==> src/rtl/cpu_types_pkg.sv <==
// Shared CPU datapath types and constants used by the pipeline buffer.
package cpu_types_pkg;
    localparam int WORD_W = 32;

    typedef logic [WORD_W-1:0] word_t;

    typedef struct packed {
        word_t instr;
        word_t pcp4;
    } pipe_payload_t;

    localparam int PIPE_FIFO_DEPTH_DEF = 2;

    // A one-entry buffer still needs a 1-bit pointer to stay a legal vector.
    function automatic int ptr_w(input int depth);
        return (depth > 1) ? $clog2(depth) : 1;
    endfunction
endpackage

==> src/rtl/pipe_ptr_ctr.sv <==
// Modulo-DEPTH pointer; clear wins over increment, wrap is an explicit compare.
module pipe_ptr_ctr
    import cpu_types_pkg::*;
#(
    parameter int DEPTH = PIPE_FIFO_DEPTH_DEF,
    parameter int PTR_W = ptr_w(DEPTH)
) (
    input  logic             CLK,
    input  logic             RST,
    input  logic             clr_i,
    input  logic             inc_i,
    output logic [PTR_W-1:0] ptr_o
);
    logic [PTR_W-1:0] ptr_q, ptr_d;

    always_comb begin
        ptr_d = ptr_q;
        if (clr_i) begin
            ptr_d = '0;
        end else if (inc_i) begin
            ptr_d = (ptr_q == PTR_W'(DEPTH - 1)) ? '0 : ptr_q + 1'b1;
        end
    end

    always_ff @(posedge CLK) begin
        if (RST) begin
            ptr_q <= '0;
        end else begin
            ptr_q <= ptr_d;
        end
    end

    assign ptr_o = ptr_q;
endmodule

==> src/rtl/pipe_stage_fifo.sv <==
// In-order fetch->decode buffer with valid/ready on both sides and branch flush.
// An empty buffer presents an all-zero payload, which decode treats as a NOP.
module pipe_stage_fifo
    import cpu_types_pkg::*;
#(
    parameter int INSTR_W      = 32,
    parameter int PC_W         = 32,
    parameter int DEPTH        = PIPE_FIFO_DEPTH_DEF,
    parameter int READY_BYPASS = 1
) (
    input  logic                       CLK,
    input  logic                       RST,
    input  logic                       flush,
    input  logic                       in_valid,
    output logic                       in_ready,
    input  logic [INSTR_W-1:0]         in_instr,
    input  logic [PC_W-1:0]            in_pcp4,
    output logic                       out_valid,
    input  logic                       out_ready,
    output logic [INSTR_W-1:0]         out_instr,
    output logic [PC_W-1:0]            out_pcp4,
    output logic [$clog2(DEPTH+1)-1:0] count,
    output logic                       full,
    output logic                       empty
);
    localparam int PTR_W = ptr_w(DEPTH);
    localparam int CNT_W = $clog2(DEPTH + 1);

    logic [INSTR_W-1:0] instr_q [DEPTH];
    logic [PC_W-1:0]    pcp4_q  [DEPTH];
    logic [CNT_W-1:0]   count_q, count_d;
    logic [PTR_W-1:0]   rd_ptr, wr_ptr;
    logic               push, pop, wr_en;

    assign full      = (count_q == CNT_W'(DEPTH));
    assign empty     = (count_q == '0);
    assign in_ready  = (READY_BYPASS != 0) ? (!full || out_ready) : !full;
    assign out_valid = !empty;
    assign push      = in_valid && in_ready;
    assign pop       = out_valid && out_ready;
    assign wr_en     = push && !flush;
    assign count     = count_q;

    pipe_ptr_ctr #(.DEPTH(DEPTH), .PTR_W(PTR_W)) u_rd_ptr (
        .CLK   (CLK),
        .RST   (RST),
        .clr_i (flush),
        .inc_i (pop),
        .ptr_o (rd_ptr)
    );

    pipe_ptr_ctr #(.DEPTH(DEPTH), .PTR_W(PTR_W)) u_wr_ptr (
        .CLK   (CLK),
        .RST   (RST),
        .clr_i (flush),
        .inc_i (push),
        .ptr_o (wr_ptr)
    );

    always_comb begin
        count_d = count_q;
        if (flush) begin
            count_d = '0;
        end else begin
            count_d = count_q + CNT_W'(push) - CNT_W'(pop);
        end
    end

    always_ff @(posedge CLK) begin
        if (RST) begin
            count_q <= '0;
        end else begin
            count_q <= count_d;
        end
    end

    // Flush leaves storage dirty; the empty mask on the outputs hides it.
    always_ff @(posedge CLK) begin
        if (RST) begin
            for (int i = 0; i < DEPTH; i++) begin
                instr_q[i] <= '0;
                pcp4_q[i]  <= '0;
            end
        end else if (wr_en) begin
            instr_q[wr_ptr] <= in_instr;
            pcp4_q[wr_ptr]  <= in_pcp4;
        end
    end

    assign out_instr = empty ? '0 : instr_q[rd_ptr];
    assign out_pcp4  = empty ? '0 : pcp4_q[rd_ptr];

    a_count_bound: assert property (@(posedge CLK) disable iff (RST)
        count_q <= CNT_W'(DEPTH));
    a_no_overflow: assert property (@(posedge CLK) disable iff (RST)
        (push && full) |-> pop);
    a_in_stable: assert property (@(posedge CLK) disable iff (RST)
        (in_valid && !in_ready) |=> ($stable(in_instr) && $stable(in_pcp4)));
endmodule

==> config.mk <==
export PLATFORM = sky130hd
export DESIGN_NAME = pipe_stage_fifo
export DESIGN_NICKNAME = d
export VERILOG_FILES = /design/src/rtl/cpu_types_pkg.sv /design/src/rtl/pipe_ptr_ctr.sv /design/src/rtl/pipe_stage_fifo.sv
export SDC_FILE = /design/constraint.sdc
export NUM_CORES = 1
export LEC_CHECK = 0
export CELL_PAD_IN_SITES_DETAIL_PLACEMENT = 0
export CELL_PAD_IN_SITES_GLOBAL_PLACEMENT = 2
export CORE_ASPECT_RATIO = 2
export CORE_MARGIN = 2
export CORE_UTILIZATION = 31
export CTS_CLUSTER_SIZE = 24
export DETAILED_ROUTE_END_ITERATION = 7
export GPL_ROUTABILITY_DRIVEN = 0
export GPL_TIMING_DRIVEN = 0
export HOLD_SLACK_MARGIN = 0.1
export PLACE_DENSITY = 0.89
export SLEW_MARGIN = 20
export SYNTH_ARGS = -nofsm -noshare
export SYNTH_HDL_FRONTEND = slang
export SYNTH_SLANG_ARGS = --single-unit
==> constraint.sdc <==
create_clock -name CLK -period 2.9 [get_ports CLK]
set_clock_uncertainty 0.15 [all_clocks]
set_input_delay 0.58 -clock CLK [delete_from_list [all_inputs] [get_ports CLK]]
set_output_delay 0.58 -clock CLK [all_outputs]
set_load 0.02 [all_outputs]
[Yosys cells after proc, flatten, opt, wreduce, memory -nomap -nowiden]
Memory sizes are Yosys's and may differ from the RTL's. A register that Yosys moved wholly into a read port is not among the register bits.
Index checks and enable logic that the tools add are counted.
Word-level totals
  register bits after elaboration: 4
  bits in writable memories: 128
  logic and storage cells: 40
  memories: 2
Memories
  instr_q: depth 2, bits a word 32, read ports 1, clocked after Yosys merged registers in 1, wr ports 2, line pipe_stage_fifo.sv:29  | logic [INSTR_W-1:0] instr_q [DEPTH];
  pcp4_q: depth 2, bits a word 32, read ports 1, clocked after Yosys merged registers in 1, wr ports 2, line pipe_stage_fifo.sv:30  | logic [PC_W-1:0] pcp4_q [DEPTH];
Operators by class
  $add $sub $neg: 4
  equal/unequal tests: 1
  multiplexer cells: 19
  reductions and logical operators: 11
Operators with widths (number)
  $mux 32: 4
  $reduce_or 32->1: 2
  $mux 1: 15
  $logic_and 1x1->1: 3
  $logic_not 1->1: 3
  $add 1x1->1 const B: 2
  $add 2x1->2: 1
  $eq 2x2->1 const B: 1
  $logic_not 2->1: 1
  $reduce_or 2->1: 1
  $sub 2x1->2: 1
  $logic_or 1x1->1: 1

[Longest topological paths before layout]
Gate-level depths: netlist of the first run.
  depth after elaboration: 10
  gate-level depth with buffers: 8
  gate-level depth less buffers: 8

[By module]
Synthesis of the first run repeated with hierarchy kept, for this count alone.
Unflattened totals
  cells, all modules: 452
  area total of the unflattened synthesis: 6429.9 sq um
Modules (own cells, without submodules)
  pipe_stage_fifo: times used 1, cells each 446, area each 6352.3 sq um
  pipe_ptr_ctr: times used 2, cells each 3, area each 38.8 sq um

[Worst setup path after synthesis of the first run]
Ideal clock, no wire load.
  kind: input to register
  start: input out_ready
  end: memory instr_q[0][0], enable pin
  data arrival time: 2563 ps
  data required time: 2324 ps
  slack: -238 ps
  stages on the path: 4
  buffers on the path: 1
  cells stage by stage: or3b_4 -> and4b_4 -> buf_6 -> or2_1
RTL lines
  start: declaration: line pipe_stage_fifo.sv:19  | input logic out_ready,
  end: declaration: line pipe_stage_fifo.sv:29

[Worst setup path after layout of the first run]
  start: register count_q[0], in the netlist count[0]
  end: output out_pcp4[30]
Between the ends
  cells in the longest elaborated chain, start to end: 2
Ends and longest elaborated chain
  start: declaration: line pipe_stage_fifo.sv:31  | logic [CNT_W-1:0] count_q, count_d;
  start signal: assignment: line pipe_stage_fifo.sv:73  | count_q <= count_d;
  $logic_not 2->1: line pipe_stage_fifo.sv:36  | assign empty = (count_q == '0);
  $mux 32: line pipe_stage_fifo.sv:91  | assign out_pcp4 = empty ? '0 : pcp4_q[rd_ptr];
  end: declaration: line pipe_stage_fifo.sv:21  | output logic [PC_W-1:0] out_pcp4,
Every way passes these cells.

==> summary.md, run 1 <==
| Metric | Value |
|---|---|
| Outcome | `finished clean` |
| Crit share post-route | `between 90 and 100%` |
| Syn. warnings | `0` |
| Area Growth Syn to Fin | `38.6%` |
| Via density | `4.33` |
| Yosys cell types | `25` |
| Grt ovf | `0` |
| Initial antenna violation count | `0` |
| H-Tree Depth | `4` |
| WL final | `14.2 mm` |
| Post-synth top area share | `63.1%` |
| Routed len/inst | `16.4 um` |
| Syn_nets | `a little over 500` |
| Number of global-route vias before repair | `4053` |
| Worst VDD drop | `around 0.36 mV` |
| Highest Clock Rate | `355 MHz` |
| CTS buffer count | `17` |
| Final slew viol count | `0` |
| RSZ-0062 raised after global routing | `false` |
| Die width | `103 um` |
| CP endpoint kind | `output port` |
| P_leak | `~3.3 nW` |
| Syn Area/Cell | `roughly 14 um^2` |
| Deepest clock path buffer count | `2` |
| Total of max-cap violations | `0` |
| Pre-CTS setup slack | `-130 ps` |
| Min-Delay Path Depth | `2` |
| Post-route setup slack | `81.2 ps` |
| Top delay family on crit path | `buffers and inverters` |
| Slew headroom | `69.0%` |
| Largest net degree at the start of global routing | `40` |
| Dpl cells | `840` |
| Synth Register Bits | `133` |
| Root Driver | `clkbuf_16` |
| Setup TNS | `0 ps` |
| Max incr delay on CP | `550 ps` |
| Hold Violations, Final | `0` |
| Post-CTS Setup Inserts | `0` |
| Min cycle time layout | `2820 ps` |
| Hold-fix buffers at CTS | `0` |
| Final setup fails | `0` |
| Commonest cells after routing, fill and taps aside | `edfxtp_1 (128), and2_1 (90), clkdlybuf4s50_1 (85)` |
| Commonest non-fill, non-tap cell in the layout | `edfxtp_1` |
| Clock sinks | `about 130` |
| Remaining routing DRC violations | `0` |
| Setup CP Type | `reg2out` |
| Crit path to | `out_pcp4[30]` |
| Die Ht | `202 um` |
| Die area | `20900 um^2` |
| Vias | `approximately 3.8k` |
| Startpoint type of the worst setup path | `register` |
| Reg2reg setup slack | `580 ps` |
| PwrDens | `between 500 and 600 nW/um^2` |
| I/O pin count | `139` |
| Final net count | `670` |
| Clock-pin slew on the worst setup and hold paths | `60 ps` |
| Reg2reg path depth | `5` |
| Hold Crit Class | `reg2reg` |
| Post-synthesis sequential area ratio | `64.7%` |
| CP Launch Point | `count[0]` |
| Overall power | `0.00499 W` |
| CP Depth | `5` |
| Top cells by area, synth | `edfxtp_1 (63%), mux2i_1 (11%), and2_1 (9.2%), and2_4 (5.8%), nor2_1 (4.0%)` |
| Core box area | `19300 um^2` |
| Synth Instances | `441` |
| Final ANT Viol Nets | `0` |
| GRT Overall Usage | `14.3%` |
| Share of post-route cells with drive strength above 1 | `16.8%` |
| Global-route wire length before repair | `21.9 mm` |
| Largest area contributor in the netlist | `edfxtp_1` |
| WP data required | `2170 ps` |
| Crit path DAT | `~2100 ps` |
| Worst R2R End | `instr_q[0][15]` |
| Detail Placement HPWL | `10.4 mm` |
| Worst slew pin tran | `464 ps` |
| # diodes | `0` |
| Mapped Area | `6090 um^2` |
| DR pass1 iterations | `4` |
| Worst R2R Start | `count[1]` |
| Starting Density | `31.6%` |
| Port-buffer cells | `~140` |
| Final non-filler cell total | `871` |
| CP cell instances | `or2_2 > inv_1 > buf_2 > nor2_1 > clkdlybuf4s50_1` |
| Row count | `72` |
| Critical-path top delay cell | `clkdlybuf4s50_1` |
| Clock Latency Late Sink | `around 420 ps` |
| Worst-path maximum fanout | `10` |
| DRT iter0 DRCs | `~120` |
| Utilization after layout | `43.8%` |
| CP Buf/Inv Count | `3` |
| CTS tree | `built` |
==> per-layer routing <==
metal	track usage (%)	up-vias	wire (um)
met5	0	-	0
met4	6.58	0	336
met3	3.08	15	537
met2	27.0	82	8400
met1	14.4	1838	4960
li1	-	1836	-
==> kinds of logic (layout without fill, tap and decap cells) <==
group | after synthesis | count (layout) | share of synthesized area, %
AND/OR/NAND/NOR | 206 | 206 | 20.3
buffers and inverters | 31 | 202 | 3.41
AO/OA/AOI/OAI | 2 | 2 | 0.205
multiplexers | 64 | 64 | 10.5
adder cells (fa/ha/maj) | 2 | 2 | 0.411
XOR/XNOR | 3 | 3 | 0.431
flip-flops | 133 | 133 | 64.7
==> repair_timing <==
action | CTS | global route
hold endpoints to repair | 0 | 0
resized for setup | 67 | 3
setup endpoints to repair | 65 | 4
==> layout make-up <==
cell class              instances  area [um^2]
repair buffers                140         1360
clock buffers                  17          425
multi-input cells             277         1940
fillers                      1872        10800
plain buffers                  27          221
well taps                     259          324
inverters                       3         11.3
flip-flops and latches        133         3950
clock inverters                15          203
==> worst min-delay path: stages, from the launching register on <==
cell and delay (ps):
dfxtp_1 340, xor2_1 80, nor3_1 140
==> synth_stat cells (all sizes together) <==
library cell	instances
nor3	2
xnor2	2
and4b	1
buf	23
nor2b	1
nor2	65
edfxtp	128
nor3b	1
inv	3
clkbuf	5
a21o	1
and3	1
ha	2
or2	3
nand2	1
or3b	1
xor2	1
o21ai	1
dfxtp	5
and2	130
mux2i	64
==> flip-flops by register name, summed over array words and instances (netlist names), named ones only <==
signal / flops
count: 2
instr_q: 64
u_wr_ptr.ptr_o: 1
u_rd_ptr.ptr_o: 1
pcp4_q: 64
==> report_power, final <==
group	switching (W)	leakage [nW]	total (W)	internal, W
Clock	0.000837	0.294	0.00228	0.00144
Sequential	0.0000281	1.37	0.00223	0.00220
Combinational	0.000248	1.63	0.000480	0.000232
Total	0.00111	3.30	0.00499	0.00388
==> per-stage QoR <==
step	hold WS, ps	cell area (um^2)
final	458	8440
after global routing	511	8440
after CTS	469	8430
after detailed placement	455	7840
after global placement	396	7800
after floorplan	370	6090
==> worst min path at each step <==
stage,startpoint,end
finish,u_rd_ptr.ptr_o,register
global route,u_rd_ptr.ptr_o,u_rd_ptr.ptr_o
CTS,u_rd_ptr.ptr_o,register
detailed placement,u_rd_ptr.ptr_o,register
global placement,u_rd_ptr.ptr_o,u_rd_ptr.ptr_o
floorplan,u_rd_ptr.ptr_o,register
(Power assumes the default switching activity.)
==> run 2: changes to the inputs <==
Settings changed: CORE_ASPECT_RATIO 2 to 1.75, GPL_TIMING_DRIVEN 0 to not set.
==> run 2 against run 1 <==
Compared with the run above:
- sequential power about the same
- die area is 0.11% lower
- critical path depth is the same
- critical path type unchanged
- clock power fell by 7%
- register-to-register slack better by 130 ps
- final cell count decreased by 4.4%
- worst setup slack better by 15 ps
- sequential share of layout area rose by 0.26 points
- first-iteration DRC count up 23%
- count of clock-buffer cells in the layout increased by 1
- total power is 2.6% lower
==> summary.md, run 2 (synthesis results as in run 1) <==
| Metric | Value |
|---|---|
| Critical-path top delay cell | `clkdlybuf4s50_1` |
| Clk pwr share | `43.7%` |
| Highest Clock Rate | `around 360 MHz` |
| Min cycle time layout | `2800 ps` |
| Outcome | `finished clean` |
| Share of post-route cells with drive strength above 1 | `14.9%` |
| Vias | `3761` |
| Area Growth Syn to Fin | `37.8%` |
| Initial antenna violation count | `0` |
| Final net count | `around 650` |
| Remaining routing DRC violations | `0` |
| Port-buffer cells | `approximately 140` |
| Total of max-cap violations | `0` |
| WP data required | `between 2000 and 2500 ps` |
| Worst slew pin tran | `between 900 and 1000 ps` |
| Commonest non-fill, non-tap cell in the layout | `edfxtp_1` |
| PwrDens | `580 nW/um^2` |
| Hold-fix buffers at CTS | `0` |
| Worst-path maximum fanout | `16` |
| Reg2reg path depth | `3` |
| CTS tree | `built` |
| Root Driver | `clkbuf_16` |
| # diodes | `0` |
| Final non-filler cell total | `833` |
| WL final | `about 14 mm` |
| Startpoint type of the worst setup path | `register` |
| DRT iter0 DRCs | `152` |
| Clock sinks | `133` |
| Min-Delay Path Depth | `2` |
| Row count | `67` |
| Routed len/inst | `17.1 um` |
| Utilization after layout | `43.7%` |
| Psw | `0.00107 W` |
| Deepest clock path buffer count | `2` |
| GRT Overall Usage | `between 10% and 20%` |
| Final Hold Slack | `between 400 and 500 ps` |
| CP endpoint kind | `output port` |
| Die width | `about 110 um` |
| Commonest cells after routing, fill and taps aside | `edfxtp_1 (128), clkdlybuf4s50_1 (98), and2_1 (90)` |
| Largest net degree at the start of global routing | `66` |
| Clock-pin slew on the worst setup and hold paths | `60 ps` |
| I/O pin count | `139` |
| Switching part of the total | `between 20% and 30%` |
| Combinational fraction of design power | `a little over a tenth` |
| Final ANT Viol Nets | `0` |
| Hold Violations, Final | `0` |
| Clock Latency Late Sink | `400 ps` |
| Core box area | `around 19000 um^2` |
| Final setup fails | `0` |
| CTS buffer count | `17` |
| P_leak | `3.49 nW` |
| Grt ovf | `0` |
| Via density | `4.52` |
| Filler Cell Count | `1760` |
| Worst VDD drop | `0.341 mV` |
| DR pass1 iterations | `4` |
| Overall power | `0.00486 W` |
| Hold Crit Class | `reg2reg` |
| Crit share post-route | `96.7%` |
| Global-route wire length before repair | `20.7 mm` |
| Final slew viol count | `0` |
| Number of global-route vias before repair | `4121` |
| Max incr delay on CP | `between 500 and 600 ps` |
| Die Ht | `189 um` |
| Post-CTS Setup Inserts | `0` |
| Dpl cells | `799` |
| Pint | `0.00380 W` |
| Crit path DAT | `2070 ps` |
| Seq pwr share | `45.9%` |
| Starting Density | `31.7%` |
| Detail Placement HPWL | `8.67 mm` |
| CP cell instances | `or2_2 > inv_4 > buf_6 > nor2_1 > clkdlybuf4s50_1` |
| H-Tree Depth | `4` |
| Die area | `20800 um^2` |
| Setup CP Type | `reg2out` |
| Slew headroom | `35.6%` |
| Setup TNS | `0 ps` |
==> run 2: cell count changes in the layout (fill, tap and decap cells not counted), sizes merged <==
cell           previous run  this run
clkdlybuf4s50            85        98
bufinv                    4         3
inv                       7         3
dlygate4sd2              51        13
clkinv                    3         8
clkinvlp                  4         2
dlymetal6s2s              2        27
buf                      26         8
==> run 2: path summary, 6_finish.rpt <==
kind / startpoint / to / slack (ps)
worst min register to register: u_rd_ptr.ptr_o / u_rd_ptr.ptr_o / 410
worst min-delay path: u_rd_ptr.ptr_o / u_rd_ptr.ptr_o / 410
worst max-delay path: count[0] / out_pcp4[28] / 100
worst max register to register: count[1] / pcp4_q[0][20] / 710
==> run 2: worst max-delay path, delay by kind of cell (launching register included) <==
family,cells,cell delay (ps)
DFF,1,360
and+or+nand+nor,2,420
buffers and inverters,3,900
==> run 2: what timing repair did <==
action | in CTS | in global routing
resized for setup | 13 | 30
hold endpoints to repair | 0 | 0
setup endpoints to repair | 13 | 52
gates cloned | 0 | 3
==> run 2: stage by stage <==
stage	setup slack, ps	area, um^2
after detailed placement	-16.2	7680
after CTS	0.683	8250
after global routing	-7.94	8390
after floorplan	303	6090
after global placement	51.8	7680
final	95.9	8390
==> run 2: routing by layer <==
layer | part of all wire (%) | GRT usage, %
met5 | 0 | 0
met4 | 2.0 | 5.60
met3 | 4.5 | 3.10
met2 | 56 | 25.7
met1 | 37 | 13.0
==> run 2: layout make-up <==
cell class | instances | area, um^2 | share of cell area, %
clock inverters | 13 | 160 | 1.91
flip-flops and latches | 133 | 3950 | 47.0
inverters | 3 | 13.8 | 0.164
multi-input cells | 277 | 1950 | 23.2
well taps | 241 | 302 | 3.59
repair buffers | 148 | 1600 | 19.0
clock buffers | 18 | 429 | 5.11
==> run 2: power by group through the flow <==
stage	Sequential (W)	Clock, W	Combinational (W)
after CTS	0.00224	0.00217	0.000485
final	0.00223	0.00213	0.000504
after detailed placement	0.00228	0	0.000488
after floorplan	0.00227	0	0.000239
after global placement	0.00227	0	0.000478
after global routing	0.00224	0.00224	0.000546
==> run 3: changes to the inputs <==
Settings changed: SKIP_LAST_GASP set to 1, SLEW_MARGIN 20 to 25.
==> run 3 against run 2 <==
Compared with the run above:
- sequential power is essentially flat
- critical endpoint is now out_instr[31]
- critical path depth is the same
- non-clock buffer count grew 5
- combinational power is essentially flat
- first-iteration DRC count shrank 3.3%
- sequential cell count is the same
==> summary.md, run 3 (synthesis results as in run 1) <==
| Metric | Value |
|---|---|
| Outcome | `finished clean` |
| Max incr delay on CP | `between 500 and 600 ps` |
| Final ANT Viol Nets | `0` |
| Die Ht | `189 um` |
| DR pass1 iterations | `4` |
| Top delay family on crit path | `buffers and inverters` |
| Pre-CTS setup slack | `-16.2 ps` |
| CP Buf/Inv Count | `3` |
| WL final | `14.0 mm` |
| Filler Cell Count | `around 1.8k` |
| Clock Latency Late Sink | `400 ps` |
| Detail Placement HPWL | `8.67 mm` |
| Clock-pin slew on the worst setup and hold paths | `60 ps` |
| Crit share post-route | `between 90% and 100%` |
| Row count | `67` |
| CP endpoint kind | `output port` |
| Via density | `4.46` |
| Crit path DAT | `approximately 2100 ps` |
| P_leak | `3.54 nW` |
| Startpoint type of the worst setup path | `register` |
| WP data required | `roughly 2200 ps` |
| CTS buffer count | `17` |
| Share of post-route cells with drive strength above 1 | `15.6%` |
| Vias | `3736` |
| Final net count | `approximately 660` |
| RSZ-0062 raised after global routing | `true` |
| Initial antenna violation count | `0` |
| Die width | `approximately 110 um` |
| DRT iter0 DRCs | `147` |
| Post-route setup slack | `roughly 67 ps` |
| Deepest clock path buffer count | `2` |
| Final Hold Slack | `408 ps` |
| Routed len/inst | `16.7 um` |
| Clock sinks | `133` |
| Worst-path maximum fanout | `33` |
| Commonest non-fill, non-tap cell in the layout | `edfxtp_1` |
| Worst VDD drop | `0.337 mV` |
| Final slew viol count | `0` |
| Largest net degree at the start of global routing | `66` |
| Slew headroom | `34.9%` |
| Worst slew pin tran | `976 ps` |
| Die area | `20800 um^2` |
| CP cell instances | `or2_2 > inv_4 > buf_16 > nor2_1 > clkdlybuf4s50_1` |
| Highest Clock Rate | `353 MHz` |
| Global-route wire length before repair | `20.7 mm` |
| GRT Overall Usage | `13.3%` |
| Total of max-cap violations | `0` |
| Critical-path top delay cell | `clkdlybuf4s50_1` |
| Setup TNS | `0 ps` |
| CTS tree | `built` |
| PwrDens | `576 nW/um^2` |
| I/O pin count | `about 140` |
| Remaining routing DRC violations | `0` |
| Core box area | `19200 um^2` |
| H-Tree Depth | `4` |
| Overall power | `0.00487 W` |
| Number of global-route vias before repair | `about 4k` |
| Final setup fails | `0` |
| Grt ovf | `0` |
| Hold Crit Class | `reg2reg` |
| Starting Density | `between 30% and 40%` |
| Port-buffer cells | `138` |
| Setup CP Type | `reg2out` |
| Dpl cells | `between 700 and 800` |
| Area Growth Syn to Fin | `38.7%` |
| Root Driver | `clkbuf_16` |
| # diodes | `0` |
| Final non-filler cell total | `838` |
| Min cycle time layout | `2830 ps` |
| Hold Violations, Final | `0` |
| Commonest cells after routing, fill and taps aside | `edfxtp_1 (128), clkdlybuf4s50_1 (106), and2_1 (90)` |
==> run 3: cell count changes in the layout (fill, tap and decap cells not counted) <==
cell	delta
buf_4	+6
buf_6	-1
buf_8	+1
clkbuf_16	-1
clkdlybuf4s50_1	+8
dlygate4sd2_1	-13
dlymetal6s2s_1	+5
==> run 3: metal layers <==
metal	GRT usage, %	vias up	wire length, um
met2	25.6	77	7970
met5	0	-	0
met3	3.10	15	538
met4	5.60	0	268
li1	-	1801	-
met1	13.0	1843	5230
==> run 3: final timing paths <==
check / from / endpoint / slack (ps) / cells after the start
min: u_rd_ptr.ptr_o / u_rd_ptr.ptr_o / 410 / 2
max: count[0] / out_instr[31] / 70 / 5
max reg2reg: count[1] / pcp4_q[0][31] / 690 / 3
min reg2reg: u_rd_ptr.ptr_o / u_rd_ptr.ptr_o / 410 / 2
==> run 3: what timing repair did <==
action | CTS | global route
hold buffers | 0 | 0
endpoints found under the setup margin | 13 | 65
buffers inserted | 0 | 6
gates resized for setup | 0 | 36
cloned | 0 | 2
==> run 3: metrics by stage <==
stage	utilization, %	instance area (um^2)
final	44.0	8450
after global routing	44.0	8450
after CTS	43.1	8270
after detailed placement	40.0	7680
after global placement	40.0	7680
after floorplan	-	6090
==> run 3: cell type report <==
type | instances | area (um^2) | area share (%)
Tap cell | 241 | 302 | 3.57
Multi-Input combinational cell | 277 | 1950 | 23.0
Inverter | 3 | 13.8 | 0.163
Timing Repair Buffer | 153 | 1650 | 19.5
Sequential cell | 133 | 3950 | 46.7
Clock buffer | 18 | 429 | 5.08
Clock inverter | 13 | 160 | 1.90
==> run 3: worst register-to-register path, cell delays in order, from the launching register on <==
cell,delay [ps]
dfxtp_1,360
or3b_4,270
and4b_4,240
or2_4,750
==> run 3: report_power, final <==
| group | switching [W] | leakage, nW | internal [W] |
|---|---|---|---|
| logic | 0.000256 | 1.89 | 0.000248 |
| clock network | 0.000784 | 0.285 | 0.00134 |
| registers | 0.0000275 | 1.37 | 0.00221 |
| total | 0.00107 | 3.54 | 0.00380 |
